[src/rtl/cordic_preproc_if.sv]
// Angle sample stream into the CORDIC front end: master drives angle_in/angle_valid, slave returns angle_ready.
interface cordic_preproc_if;
  logic [15:0] angle_in;
  logic        angle_valid;
  logic        angle_ready;

  modport master (output angle_in, output angle_valid, input angle_ready);
  modport slave  (input angle_in, input angle_valid, output angle_ready);
endinterface

[src/rtl/cordic_preproc.sv]
// CORDIC front end: FIFO-buffered angle fold into [-pi/2, pi/2], seed registered 2 cycles after push; ready = !full, chain never stalls.
// Define CORDIC_PREPROC_SAT_EN to clamp |angle| > pi before folding and raise the sticky sat_flag.
module cordic_preproc #(
  parameter int          FIFO_DEPTH = 8,
  parameter int          PIPE_DEPTH = 16,
  parameter logic [15:0] K_INIT     = 16'h26DD
) (
  input  logic                        clk,
  input  logic                        reset,
  cordic_preproc_if.slave             angle,
  output logic [15:0]                 x_out,
  output logic [15:0]                 y_out,
  output logic [15:0]                 z_out,
  output logic                        valid_out,
  output logic                        tag_out,
  output logic                        tag_valid,
  output logic [$clog2(FIFO_DEPTH):0] fifo_count,
  output logic                        sat_flag
);
  localparam int                 AW       = $clog2(FIFO_DEPTH);
  localparam logic [AW:0]        FULL_CNT = (AW+1)'(FIFO_DEPTH);
  localparam logic [AW:0]        CNT_ONE  = (AW+1)'(1);
  localparam logic [AW-1:0]      PTR_ONE  = AW'(1);
  localparam logic signed [15:0] PI       = 16'sh6488;
  localparam logic signed [15:0] HALF_PI  = 16'sh3244;

  logic [15:0]           mem [FIFO_DEPTH];
  logic [AW-1:0]         wr_ptr;
  logic [AW-1:0]         rd_ptr;
  logic                  full;
  logic                  push;
  logic                  pop;
  logic signed [15:0]    head;
  logic signed [15:0]    clamped;
  logic signed [15:0]    folded;
  logic                  neg;
  logic                  neg_q;
  logic [PIPE_DEPTH-1:0] tag_v;
  logic [PIPE_DEPTH-1:0] tag_n;

  assign full              = (fifo_count == FULL_CNT);
  assign angle.angle_ready = !full && !reset;
  assign push              = angle.angle_valid && angle.angle_ready;
  assign pop               = (fifo_count != '0);
  assign head              = mem[rd_ptr];

`ifdef CORDIC_PREPROC_SAT_EN
  logic clamp_hit;

  always_comb begin
    clamped   = head;
    clamp_hit = 1'b0;
    if (head > PI) begin
      clamped   = PI;
      clamp_hit = 1'b1;
    end else if (head < -PI) begin
      clamped   = -PI;
      clamp_hit = 1'b1;
    end
  end

  always_ff @(posedge clk) begin
    if (reset)
      sat_flag <= 1'b0;
    else if (pop && clamp_hit)
      sat_flag <= 1'b1;
  end
`else
  assign clamped  = head;
  assign sat_flag = 1'b0;
`endif

  // +/-pi/2 exactly stays unfolded; only strictly larger magnitudes move by pi.
  always_comb begin
    folded = clamped;
    neg    = 1'b0;
    if (clamped > HALF_PI) begin
      folded = clamped - PI;
      neg    = 1'b1;
    end else if (clamped < -HALF_PI) begin
      folded = clamped + PI;
      neg    = 1'b1;
    end
  end

  always_ff @(posedge clk) begin
    if (push)
      mem[wr_ptr] <= angle.angle_in;
  end

  always_ff @(posedge clk) begin
    if (reset) begin
      wr_ptr     <= '0;
      rd_ptr     <= '0;
      fifo_count <= '0;
    end else begin
      if (push)
        wr_ptr <= wr_ptr + PTR_ONE;
      if (pop)
        rd_ptr <= rd_ptr + PTR_ONE;
      case ({push, pop})
        2'b10:   fifo_count <= fifo_count + CNT_ONE;
        2'b01:   fifo_count <= fifo_count - CNT_ONE;
        default: fifo_count <= fifo_count;
      endcase
    end
  end

  // Q3.13 -> Q2.14: the dropped MSB is redundant once |folded| <= pi/2.
  always_ff @(posedge clk) begin
    if (reset) begin
      x_out     <= '0;
      y_out     <= '0;
      z_out     <= '0;
      valid_out <= 1'b0;
      neg_q     <= 1'b0;
      tag_v     <= '0;
      tag_n     <= '0;
    end else begin
      valid_out <= pop;
      if (pop) begin
        x_out <= K_INIT;
        y_out <= '0;
        z_out <= folded << 1;
        neg_q <= neg;
      end
      tag_v <= {tag_v[PIPE_DEPTH-2:0], valid_out};
      tag_n <= {tag_n[PIPE_DEPTH-2:0], valid_out && neg_q};
    end
  end

  assign tag_valid = tag_v[PIPE_DEPTH-1];
  assign tag_out   = tag_n[PIPE_DEPTH-1];
endmodule
[src/flat_wrapper.sv]
// flat-port wrapper written by rule: the top's interface ports become plain ports
module cordic_preproc_flat 
#(
  parameter int          FIFO_DEPTH = 8,
  parameter int          PIPE_DEPTH = 16,
  parameter logic [15:0] K_INIT     = 16'h26DD
)
  (clk, reset, x_out, y_out, z_out, valid_out, tag_out, tag_valid, fifo_count, sat_flag, angle_angle_in, angle_angle_valid, angle_angle_ready);
  cordic_preproc_if angle_i ();
  input  logic clk;
  input  logic reset;
  output logic [15:0] x_out;
  output logic [15:0] y_out;
  output logic [15:0] z_out;
  output logic valid_out;
  output logic tag_out;
  output logic tag_valid;
  output logic [$clog2(FIFO_DEPTH):0] fifo_count;
  output logic sat_flag;
  input wire logic [$bits(angle_i.angle_in)-1:0] angle_angle_in;
  input wire logic [$bits(angle_i.angle_valid)-1:0] angle_angle_valid;
  output wire logic [$bits(angle_i.angle_ready)-1:0] angle_angle_ready;
  assign angle_i.angle_in = angle_angle_in;
  assign angle_i.angle_valid = angle_angle_valid;
  assign angle_angle_ready = angle_i.angle_ready;
  cordic_preproc #(.FIFO_DEPTH(FIFO_DEPTH), .PIPE_DEPTH(PIPE_DEPTH), .K_INIT(K_INIT)) u_core (.clk(clk), .reset(reset), .angle(angle_i), .x_out(x_out), .y_out(y_out), .z_out(z_out), .valid_out(valid_out), .tag_out(tag_out), .tag_valid(tag_valid), .fifo_count(fifo_count), .sat_flag(sat_flag));
endmodule
[config.mk]
export PLATFORM = sky130hd
export DESIGN_NAME = cordic_preproc_flat
export DESIGN_NICKNAME = d
export VERILOG_FILES = /design/src/rtl/cordic_preproc_if.sv /design/src/rtl/cordic_preproc.sv /design/src/flat_wrapper.sv
export SDC_FILE = /design/constraint.sdc
export NUM_CORES = 1
export LEC_CHECK = 0
export ABC_CLOCK_PERIOD_IN_PS = 2700
export BUFFER_PORTS_ARGS = -buffer_cell sky130_fd_sc_hd__buf_4
export CORE_MARGIN = 2
export CORE_UTILIZATION = 45
export CTS_CLUSTER_SIZE = 8
export DETAILED_ROUTE_END_ITERATION = 16
export HOLD_SLACK_MARGIN = 0.15
export PLACE_DENSITY = 0.66
export SKIP_LAST_GASP = 1
export SLEW_MARGIN = 10
export SYNTH_ARGS = -nofsm -noshare
export SYNTH_HDL_FRONTEND = slang
export SYNTH_SLANG_ARGS = --single-unit
[constraint.sdc]
create_clock -name clk -period 2.7 [get_ports clk]
set_input_delay 0.27 -clock clk [delete_from_list [all_inputs] [get_ports clk]]
set_output_delay 0.27 -clock clk [all_outputs]
set_load 0.02 [all_outputs]
**Yosys cells after proc, flatten, opt, wreduce, memory -nomap -nowiden**

Memory sizes are Yosys's and may differ from the RTL's. A register that Yosys moved wholly into a read port is not among the register bits.
Cells that the tools add are included.

- $lt $le $gt $ge: 2
- Reduce and logical (&&, ||, !) cells: 7
- Muxes and demuxes: 9
- Add/sub/neg operators: 6
- Eq/ne operators: 3

Operators with widths:

| kind | number |
|---|---|
| 2-to-1 mux 15 bit | 2 |
| greater-than comparator 16 x 15 -> 1 bit (second input constant) | 1 |
| less-than comparator 16 x 15 -> 1 bit (second input constant) | 1 |
| adder 15 x 14 -> 15 bit (second input constant) | 1 |
| subtractor 15 x 14 -> 15 bit (second input constant) | 1 |
| one-hot mux 4 bit (2 select lines) | 1 |
| adder 3 x 1 -> 3 bit (second input constant) | 2 |
| 2-to-1 mux 3 bit | 2 |
| adder 4 x 1 -> 4 bit (second input constant) | 1 |
| equality test 4 bit (second input constant) | 1 |
| 2-to-1 mux 1 bit | 4 |
| nonzero test 4 bit | 1 |
| subtractor 4 x 1 -> 4 bit (second input constant) | 1 |
| logical AND 1 bit | 3 |
| equality test 2 x 1 -> 1 bit (second input constant) | 1 |
| equality test 2 bit (second input constant) | 1 |
| logical NOT 1 bit | 2 |
| nonzero test 2 bit | 1 |

- Flip-flop bits (word level): 60
- Word-level logic and storage cells: 37
- Output and inout port bits: 57
- Input bits: 19
- Bits in writable memories: 128
- Memories kept: 1

Memories:

| memory | words | bits a word | read ports | clocked after memory_dff | write ports | RTL line | text |
|---|---|---|---|---|---|---|---|
| u_core.mem | 8 | 16 | 1 | 1 | 1 | cordic_preproc.sv:27 | `logic [15:0] mem [FIFO_DEPTH];` |

**Longest topological paths before layout**

Gate-level depths: netlist (run 1).

- Depth after elaboration: 6
- Depth in mapped cells: 12
- Gate-level depth less buffers: 11

**Least setup slack after synthesis (run 1)**

OpenSTA, ideal clock, no wires.

- Path kind: flip-flop to flip-flop
- Start point: register u_core.fifo_count[0]
- End point: memory u_core.mem[0][0], enable pin
- Arrival: 2.609 ns
- Data required time: 2.291 ns
- Period minus slack after synthesis: 3.019 ns
- Cell stages (with the launch flop): 6
- Slack: -0.319 ns
- Library setup time: 0.409 ns
- Path buffers: 0
- Cells stage by stage: dfxtp_1 > nor3_1 > a21oi_1 > and2_0 > nand2b_1 > nor3_1

- Longest elaborated chain between the ends: 6

RTL lines:

| what | RTL line | text |
|---|---|---|
| from (decl) | cordic_preproc.sv:17 | `output logic [$clog2(FIFO_DEPTH):0] fifo_count,` |
| from (signal assigned) | cordic_preproc.sv:102 | `2'b10: fifo_count <= fifo_count + CNT_ONE;` |
| from (signal assigned) | cordic_preproc.sv:103 | `2'b01: fifo_count <= fifo_count - CNT_ONE;` |
| from (signal assigned) | cordic_preproc.sv:104 | `default: fifo_count <= fifo_count;` |
| equality test 4 bit | cordic_preproc.sv:41 | `assign full = (fifo_count == FULL_CNT);` |
| logical NOT 1 bit | cordic_preproc.sv:42 | `assign angle.angle_ready = !full && !reset;` |
| logical AND 1 bit | cordic_preproc.sv:42 |  |
| net angle_angle_ready | flat_wrapper.sv:22 | `output wire logic [$bits(angle_i.angle_ready)-1:0] angle_angle_ready;` |
| logical AND 1 bit | cordic_preproc.sv:43 | `assign push = angle.angle_valid && angle.angle_ready;` |
| 2-to-1 mux 1 bit | cordic_preproc.sv:87 | `if (push)` |
| 2-to-1 mux 1 bit (not written as such) | cordic_preproc.sv:88 | `mem[wr_ptr] <= angle.angle_in;` |
| to (decl) | cordic_preproc.sv:27 |  |

The timed path passes the listed nets, and every way through them passes these cells.

==> results of run 1 <==
==> kinds of logic (layout without fill, tap and decap cells) <==
logic type                 Yosys count  count (layout)  share of synthesized area
DFF                                191             191                      0.649
and+or+nand+nor                    117             117                     0.0771
buffers and inverters               67             183                     0.0555
AOI/OAI and AO/OA                   58              58                     0.0555
muxes                               50              50                      0.131
xor gates and xnor gates            15              15                     0.0167
adders and majority gates            9               9                     0.0153
other                                1              25                   0.000477
==> sequential cells by signal (all words and copies together), names as in the netlist, named ones only <==
signal,cells
u_core.rd_ptr,3
u_core.x_out,1
u_core.tag_n,16
u_core.tag_v,16
u_core.wr_ptr,3
u_core.z_out,15
u_core.fifo_count,4
u_core.neg_q,1
u_core.mem,128
u_core.valid_out,1
==> synth_stat cells, types with 10 or more instances <==
| cell | instances | area share |
|---|---|---|
| edfxtp_1 | 128 | 0.49 |
| dfxtp_1 | 63 | 0.16 |
| nor2_1 | 38 | 0.018 |
| buf_4 | 33 | 0.031 |
| nor2b_1 | 32 | 0.025 |
| mux4_1 | 24 | 0.080 |
| nand2_1 | 17 | 0.0081 |
| a211oi_1 | 13 | 0.012 |
| inv_1 | 12 | 0.0057 |
| mux2i_1 | 11 | 0.014 |
| clkbuf_1 | 10 | 0.0048 |
==> per-layer routing <==
metal	vias to the layer above	track usage
met4	0	0.0723
met2	131	0.282
met3	26	0.0354
met1	2243	0.234
met5	-	0
li1	2086	-
==> cell type report <==
type,count,area (sq um)
inverters,12,45.0
clock inverters,13,155
clock buffers,19,433
multi-input cells,274,2570
well taps,225,282
flip-flops and latches,191,5110
repair buffers,139,1170
fillers,1337,7410
==> worst max path at each step <==
stage | startpoint | to | slack, ns | cells past startpoint
finish | flip-flop | u_core.z_out[8]$_SDFFE_PP0N_ | -0.08 | 10
floorplan | flip-flop | u_core.z_out[6]$_SDFFE_PP0N_ | 0.004 | 11
global placement | flip-flop | u_core.z_out[11]$_SDFFE_PP0N_ | -0.12 | 9
detailed placement | flip-flop | u_core.z_out[11]$_SDFFE_PP0N_ | -0.24 | 9
global route | flip-flop | u_core.z_out[10]$_SDFFE_PP0N_ | -0.19 | 13
CTS | flip-flop | u_core.z_out[12]$_SDFFE_PP0N_ | -0.03 | 10
==> report_power, final <==
part	internal, mW	leakage (nW)	total [mW]	switching [mW]
Combinational	2.15	1.62	4.34	2.19
Sequential	3.34	1.67	3.49	0.154
Clock	1.39	0.278	2.48	1.09
Total	6.87	3.57	10.3	3.44
==> tightest hold or removal path, cell delays in order <==
cell     delay (ns)
buf_4          0.07
and2_0         0.14
inv_1          0.07
nand2_1        0.07
a21oi_1        0.05
==> what timing repair did <==
action / in CTS / in global routing
hold buffers: 16 / 0
buffers inserted: 9 / 2
hold endpoints to repair: 128 / 0
gates cloned: 1 / 0
resized for setup: 48 / 19
pin swaps: 25 / 12
endpoints found under the setup margin: 13 / 14
==> per-stage QoR <==
stage	TNS, ns	hold WS [ns]	cells	power, mW
final	-0.389	0.289	873	10.3
after global routing	-1.58	0.327	873	10.8
after CTS	-0.220	0.271	871	10.1
after detailed placement	-2.07	0.424	813	7.19
after global placement	-0.847	0.418	813	7.09
after floorplan	0	0.349	532	6.00
==> impl_metrics.env, run 1 <==
export IMPL_outcome="finished with violations"
export IMPL_violations="setup timing"
export IMPL_crit_fanout=7
export IMPL_vias=4486
export IMPL_finalClockSkew_ns=0.0121
export IMPL_cp_end_kind="flip-flop"
export IMPL_finalMaxSlewViolations=0
export IMPL_cts_buffers=17
export IMPL_die_w_um=136
export IMPL_worstSetupPathType="reg -> reg"
export IMPL_crit_path_cell_trace="buf_6, mux4_2, mux2_4, or4b_4, o211ai_2, a41oi_4, buf_6, a22oi_2, xnor2_1, o21ai_0"
export IMPL_power_density_nw_per_um2=1060
export IMPL_gp_congestion=0.799
export IMPL_cts_root_buf="clkbuf_16"
export IMPL_antenna_found_initial=0
export IMPL_pin_count=76
export IMPL_finalSetupViolCount=9
export IMPL_num_rows=48
export IMPL_rsz0062_at_grt="true"
export IMPL_h_tree_depth=4
export IMPL_ir_worst_vdd_mv=0.679
export IMPL_ys_async_sr_fraction=0
export IMPL_finalNetCount=663
export IMPL_totalWireLength_um=15700
export IMPL_ctsLongestPathBuffers=2
export IMPL_yosysWarningCount=0
export IMPL_synthCells=508
export IMPL_grt_pass1_vias=4407
export IMPL_synth_area_sq_um=7870
export IMPL_crit_top_cell="buf_6"
export IMPL_crit_buf_inv=2
export IMPL_core_sq_um=17200
export IMPL_cts_tree="done"
export IMPL_synth_seq_area_share=0.649
export IMPL_dp_slack_ns=-0.238
export IMPL_topRoutingLayerUsed="met4"
export IMPL_max_freq_mhz=360
export IMPL_r2r_setup_slack_ns=-0.08
export IMPL_design_area_sq_um=9770
export IMPL_hold_end="u_core.wr_ptr[0]$_SDFFE_PP0P_"
export IMPL_ys_flop_type="edfxtp_1"
export IMPL_antenna_left=0
export IMPL_ys_types=56
export IMPL_clk_pin_slew_ns=0.07
export IMPL_drt_iter0_drc=400
export IMPL_hp_class="in -> reg"
export IMPL_period_minus_slack_ns=2.78
export IMPL_wl_met1_um=7020
export IMPL_crit_arrival_ns=3.09
export IMPL_port_buffers=50
export IMPL_r2r_end="u_core.z_out[8]$_SDFFE_PP0N_"
export IMPL_antenna_cells=0
export IMPL_hold_path_startpoint="angle_angle_valid"
export IMPL_relSlewSlack=0.617
export IMPL_required_ns=3.01
export IMPL_syn_area_per_cell_sq_um=15.5
export IMPL_hold_viol=0
export IMPL_slowest_delay_ns=0.54
export IMPL_whs_path_depth=5
export IMPL_post_route_util=0.569
export IMPL_wl_per_cell_um=18.0
export IMPL_ys_ff_latch=191
export IMPL_static_leakage_power_nw=3.57
export IMPL_grt_pass1_wl_um=24200
export IMPL_synth_edff_count=128
export IMPL_grt_max_degree=59
export IMPL_crit_path_top_delay_cell="or4b_4"
export IMPL_grt_overflow=0
export IMPL_start_util=0.458
export IMPL_grt_use_total=0.175
export IMPL_start_kind="flip-flop"
export IMPL_clk_latency_ns=0.43
export IMPL_worst_pin_slew_ns=0.574
export IMPL_drive_gt1_frac=0.341
export IMPL_final_common_cell="edfxtp_1"
export IMPL_viasPerCell=5.14
export IMPL_clock_sinks=191
export IMPL_final_cell_mix="128 x edfxtp_1, 110 x buf_4, 61 x dfxtp_1"
export IMPL_route_met3_wl_um=587
export IMPL_cap_violations=0
export IMPL_die_h_um=136
export IMPL_rr_worst_depth=10
export IMPL_syn_to_final_growth_pct=24.1
export IMPL_post_route_period_util=1.03
export IMPL_dieArea_sq_um=18600
export IMPL_route_met2_wl_um=7740
export IMPL_dpl_hpwl_um=9640
export IMPL_drc=0
export IMPL_fin_ws_ns=-0.0764
export IMPL_crit_family="multiplexers"
export IMPL_place_area_sq_um=8730
export IMPL_drtPass1Iterations=5
No activity file was read; power rests on OpenSTA's default activity.
==> run 2: changes to the inputs <==
- CAP_MARGIN: default -> 20
- CORE_MARGIN: 2 -> default
==> run 2 against run 1 <==
Compared with the run above:
- the run still ends with setup timing left
- register-to-register slack got worse by 0.02 ns
- sequential power barely moved
- global-route usage rose by 0.22 points
- non-clock buffer count rose by 9
- routed wire length fell by 3.0%
- first-iteration DRC count fell by 23%
- count of clock-buffer cells in the layout fell by 1
- clock skew rose by 0.0012 ns
- via count fell by 1.5%
- sequential cell count did not move
- hold slack improved by 0.020 ns
==> impl_metrics.env, run 2 (synthesis gave the netlist of run 1 again) <==
export IMPL_start_kind="flip-flop"
export IMPL_relSlewSlack=0.637
export IMPL_antenna_cells=0
export IMPL_finalSetupViolCount=12
export IMPL_grt_use_total=0.178
export IMPL_cts_buffers=17
export IMPL_finalMaxSlewViolations=0
export IMPL_antenna_left=0
export IMPL_post_route_period_util=1.03
export IMPL_drtPass1Iterations=4
export IMPL_regMostFlops="u_core.mem"
export IMPL_drc=0
export IMPL_hold_viol=0
export IMPL_vias=4418
export IMPL_ir_worst_vdd_mv=0.769
export IMPL_dpl_hpwl_um=9330
export IMPL_whs_ns=0.309
export IMPL_cts_root_buf="clkbuf_16"
export IMPL_die_h_um=134
export IMPL_final_common_cell="edfxtp_1"
export IMPL_ctsLongestPathBuffers=2
export IMPL_drt_iter0_drc=307
export IMPL_static_leakage_power_nw=3.63
export IMPL_violations="setup timing"
export IMPL_finalClockSkew_ns=0.0133
export IMPL_crit_path_top_delay_cell="mux4_2"
export IMPL_outcome="finished with violations"
export IMPL_crit_path_cell_trace="buf_12, buf_16, mux4_2, mux2_4, or4b_4, o211ai_2, a41oi_4, buf_6, a32oi_2, xor2_1, a211oi_1"
export IMPL_rsz0062_at_grt="true"
export IMPL_syn_to_final_growth_pct=25.6
export IMPL_p_int_mw=7.05
export IMPL_fin_ws_ns=-0.0923
export IMPL_worstSetupPathType="reg -> reg"
export IMPL_p_total_mw=10.5
export IMPL_grt_pass1_wl_um=23700
export IMPL_power_switching_mw=3.40
export IMPL_finalNetCount=672
export IMPL_pin_count=76
export IMPL_pwr_share_comb=0.431
export IMPL_nFillCells=1257
export IMPL_period_minus_slack_ns=2.79
export IMPL_clk_pin_slew_ns=0.07
export IMPL_grt_overflow=0
export IMPL_slowest_delay_ns=0.49
export IMPL_crit_arrival_ns=3.14
export IMPL_hp_class="in -> reg"
export IMPL_h_tree_depth=4
export IMPL_largest_reg_flops=128
export IMPL_p_clk_frac=0.235
export IMPL_grt_max_degree=59
export IMPL_required_ns=3.05
export IMPL_reg_top3="u_core.mem: 128 flops, u_core.tag_n: 16 flops, u_core.tag_v: 16 flops"
export IMPL_final_cell_mix="128 x edfxtp_1, 114 x buf_4, 61 x dfxtp_1"
export IMPL_die_w_um=134
export IMPL_clk_latency_ns=0.44
export IMPL_antenna_found_initial=0
export IMPL_power_density_nw_per_um2=1060
export IMPL_num_rows=47
export IMPL_seq_power_share=0.333
export IMPL_start_util=0.468
export IMPL_grt_pass1_vias=4397
export IMPL_worst_pin_slew_ns=0.545
export IMPL_cts_tree="done"
export IMPL_crit_fanout=6
export IMPL_core_sq_um=16800
export IMPL_totalWireLength_um=15200
export IMPL_cap_violations=0
export IMPL_drive_gt1_frac=0.352
export IMPL_port_buffers=50
export IMPL_wl_per_cell_um=17.4
export IMPL_cp_end_kind="flip-flop"
export IMPL_dieArea_sq_um=18000
export IMPL_viasPerCell=5.04
export IMPL_swShare=0.326
export IMPL_gp_congestion=0.853
export IMPL_max_freq_mhz=358
export IMPL_clock_sinks=191
-- run 2: per-stage QoR --
step,setup slack (ns),TNS (ns),utilization,instance area (sq um),cells
final,-0.0923,-0.618,0.588,9880,876
after global routing,-0.183,-1.85,0.588,9880,876
after CTS,-0.0891,-0.841,0.581,9770,867
after detailed placement,-0.313,-3.28,0.521,8760,809
after global placement,-0.193,-1.77,0.521,8760,809
after floorplan,0.00406,0,-,7990,532
-- run 2: layout make-up --
cell class | count | area [sq um] | area share
clock buffers | 18 | 429 | 0.0434
well taps | 220 | 275 | 0.0278
repair buffers | 148 | 1300 | 0.131
inverters | 12 | 45.0 | 0.00456
flip-flops and latches | 191 | 5110 | 0.517
clock inverters | 13 | 153 | 0.0154
multi-input cells | 274 | 2570 | 0.260
-- run 2: timing repair --
action / in CTS / in global routing
gates cloned: 2 / 0
resized for setup: 49 / 23
hold buffers: 16 / 0
pin swaps: 21 / 16
setup buffers: 9 / 10
endpoints found under the setup margin: 13 / 14
endpoints found under the hold margin: 128 / 0
-- run 2: worst paths after layout --
| path | startpoint | to | slack (ns) | cells past startpoint |
|---|---|---|---|---|
| setup / recovery | flip-flop | u_core.z_out[12]$_SDFFE_PP0N_ | -0.09 | 11 |
| hold / removal | angle_angle_valid | u_core.wr_ptr[0]$_SDFFE_PP0P_ | 0.31 | 5 |
| setup reg to reg | flip-flop | u_core.z_out[12]$_SDFFE_PP0N_ | -0.09 | 11 |
| hold reg to reg | u_core.tag_v[8]$_SDFF_PP0_ | u_core.tag_v[9]$_SDFF_PP0_ | 0.44 | 1 |
-- run 2: critical path: cells and delay by family, from the launching register on --
kind,cells,cell delay (ns)
xor+xnor,1,0.09
simple gates,1,0.49
buf+inv,3,0.39
mux,2,0.79
compound gates,4,0.56
flops,1,0.37
-- run 2: power groups by stage --
| stage | clock (mW) | sequential, mW | combinational (mW) |
|---|---|---|---|
| 5_1_grt | 2.61 | 3.51 | 4.83 |
| 3_3_place_gp | 0 | 3.52 | 3.62 |
| 6_report | 2.46 | 3.49 | 4.51 |
| 4_1_cts | 2.51 | 3.48 | 4.24 |
| 3_5_place_dp | 0 | 3.53 | 3.68 |
| 2_1_floorplan | 0 | 3.63 | 2.37 |
-- run 2: per-layer routing --
layer / part of all wire / wire (um) / GRT usage
met5: 0 / 0 / 0
met4: 0.021 / 318 / 0.0655
met3: 0.042 / 633 / 0.0476
met2: 0.48 / 7260 / 0.281
met1: 0.46 / 7000 / 0.236
==> run 3: changes to the inputs <==
- CORE_UTILIZATION: 45 -> 53
- PLACE_DENSITY: 0.66 -> 0.75
==> run 3 against run 2 <==
Compared with the run above:
- the run still ends with setup timing left
- clock skew decreased by 0.0048 ns
- global-route usage up 3.8 points
- first-iteration DRC count did not move
- setup slack worse by 0.035 ns
- routed wire length rose by 0.45%
- sequential share of layout area about the same
- critical path type unchanged
- critical endpoint is now u_core.z_out[6]$_SDFFE_PP0N_
==> impl_metrics.env, run 3 (synthesis gave the netlist of run 1 again) <==
export IMPL_h_tree_depth=4
export IMPL_grt_pass1_vias=4493
export IMPL_grt_pass1_wl_um=23400
export IMPL_die_h_um=124
export IMPL_ir_worst_vdd_mv=0.659
export IMPL_finalClockSkew_ns=0.00851
export IMPL_p_total_mw=10.6
export IMPL_largest_reg_flops=128
export IMPL_max_freq_mhz=354
export IMPL_p_clk_frac=0.232
export IMPL_drc=0
export IMPL_whs_path_depth=5
export IMPL_violations="setup timing"
export IMPL_hp_class="in -> reg"
export IMPL_antenna_left=0
export IMPL_clk_pin_slew_ns=0.07
export IMPL_fin_ws_ns=-0.127
export IMPL_grt_use_total=0.215
export IMPL_drive_gt1_frac=0.359
export IMPL_finalMaxSlewViolations=0
export IMPL_reg_top3="u_core.mem: 128 flops, u_core.tag_n: 16 flops, u_core.tag_v: 16 flops"
export IMPL_static_leakage_power_nw=3.67
export IMPL_port_buffers=50
export IMPL_grt_max_degree=59
export IMPL_cp_end_kind="flip-flop"
export IMPL_final_common_cell="edfxtp_1"
export IMPL_antenna_cells=0
export IMPL_cts_root_buf="clkbuf_16"
export IMPL_syn_to_final_growth_pct=25.6
export IMPL_power_density_nw_per_um2=1070
export IMPL_outcome="finished with violations"
export IMPL_hold_viol=0
export IMPL_dieArea_sq_um=15300
export IMPL_post_route_util=0.680
export IMPL_required_ns=3.02
export IMPL_die_w_um=124
export IMPL_clk_latency_ns=0.43
export IMPL_crit_arrival_ns=3.15
export IMPL_totalWireLength_um=15300
export IMPL_pwr_share_comb=0.439
export IMPL_rsz0062_at_grt="true"
export IMPL_r2r_setup_slack_ns=-0.13
export IMPL_wl_per_cell_um=18.1
export IMPL_design_area_sq_um=9880
export IMPL_drt_iter0_drc=307
export IMPL_dpl_hpwl_um=9360
export IMPL_cts_buffers=17
export IMPL_cts_tree="done"
export IMPL_viasPerCell=5.30
export IMPL_crit_fanout=5
export IMPL_p_int_mw=7.04
export IMPL_grt_overflow=0
export IMPL_num_rows=44
export IMPL_place_area_sq_um=8710
export IMPL_relSlewSlack=0.632
export IMPL_start_util=0.541
export IMPL_period_minus_slack_ns=2.83
export IMPL_seq_power_share=0.329
export IMPL_swShare=0.335
export IMPL_core_sq_um=14500
export IMPL_ctsLongestPathBuffers=2
export IMPL_post_route_period_util=1.05
export IMPL_finalNetCount=675
export IMPL_antenna_found_initial=0
export IMPL_power_switching_mw=3.55
export IMPL_regMostFlops="u_core.mem"
export IMPL_tns_ns=-1.04
export IMPL_dp_slack_ns=-0.285
export IMPL_finalSetupViolCount=13
export IMPL_final_cell_mix="128 x edfxtp_1, 117 x buf_4, 61 x dfxtp_1"
export IMPL_drtPass1Iterations=5
export IMPL_pin_count=76
export IMPL_start_kind="flip-flop"
export IMPL_clock_sinks=191
export IMPL_worstSetupPathType="reg -> reg"
export IMPL_vias=4474
export IMPL_gp_congestion=0.864
export IMPL_worst_pin_slew_ns=0.552
export IMPL_cap_violations=0
export IMPL_rr_worst_depth=10
==> run 3: changes by cell type in the layout (fill, tap and decap cells not counted), moves of 3 or more <==
cell     change
buf_12       -3
xnor2_2      +3
mux4_2       -3
buf_4        +3
xnor2_1      -3
mux4_1       +3
==> run 3: power by group through the flow <==
stage / clock [mW] / sequential, mW / combinational [mW]
after detailed placement: 0 / 3.53 / 3.69
final: 2.45 / 3.49 / 4.65
after CTS: 2.50 / 3.49 / 4.38
after global placement: 0 / 3.52 / 3.59
after global routing: 2.61 / 3.52 / 4.98
after floorplan: 0 / 3.63 / 2.37
==> run 3: worst paths after layout <==
path,startpoint,to
worst min-delay path,angle_angle_valid,u_core.wr_ptr[0]$_SDFFE_PP0P_
worst min register to register,u_core.tag_n[14]$_SDFF_PP0_,u_core.tag_n[15]$_SDFF_PP0_
worst max-delay path,flip-flop,u_core.z_out[6]$_SDFFE_PP0N_
worst max register to register,flip-flop,u_core.z_out[6]$_SDFFE_PP0N_
==> run 3: metal layers <==
| metal | vias up | routed length (um) | global-route usage | share of wire |
|---|---|---|---|---|
| met2 | 134 | 7510 | 0.356 | 0.49 |
| met1 | 2196 | 6660 | 0.266 | 0.44 |
| met3 | 26 | 774 | 0.0540 | 0.051 |
| li1 | 2118 | - | - | - |
| met4 | 0 | 331 | 0.101 | 0.022 |
| met5 | - | 0 | 0 | 0 |
==> run 3: through the flow <==
| step | hold slack (ns) | cells |
|---|---|---|
| after CTS | 0.309 | 839 |
| after detailed placement | 0.425 | 774 |
| after floorplan | 0.349 | 532 |
| final | 0.330 | 844 |
| after global placement | 0.421 | 774 |
| after global routing | 0.359 | 844 |
==> run 3: area by class of cell <==
class	instances	area, sq um
flip-flops and latches	191	5110
fillers	937	4650
multi-input cells	274	2610
repair buffers	151	1300
clock buffers	17	425
well taps	184	230
clock inverters	15	168
inverters	12	45.0
==> run 3: timing repair <==
item / CTS / global route
setup buffers: 16 / 5
endpoints found under the hold margin: 128 / 0
hold buffers: 16 / 0
gates cloned: 1 / 0
pin swaps: 24 / 14
endpoints found under the setup margin: 13 / 14
resized for setup: 60 / 13
==> run 3: worst max-delay path, stage by stage (launching register included) <==
cell and delay (ns):
dfxtp_4 0.41, buf_6 0.14, mux4_2 0.49, mux2_4 0.30, or4b_4 0.55, o211ai_4 0.10, a41oi_4 0.09, buf_6 0.20
a22oi_2 0.21, xnor2_2 0.16, o21ai_1 0.07
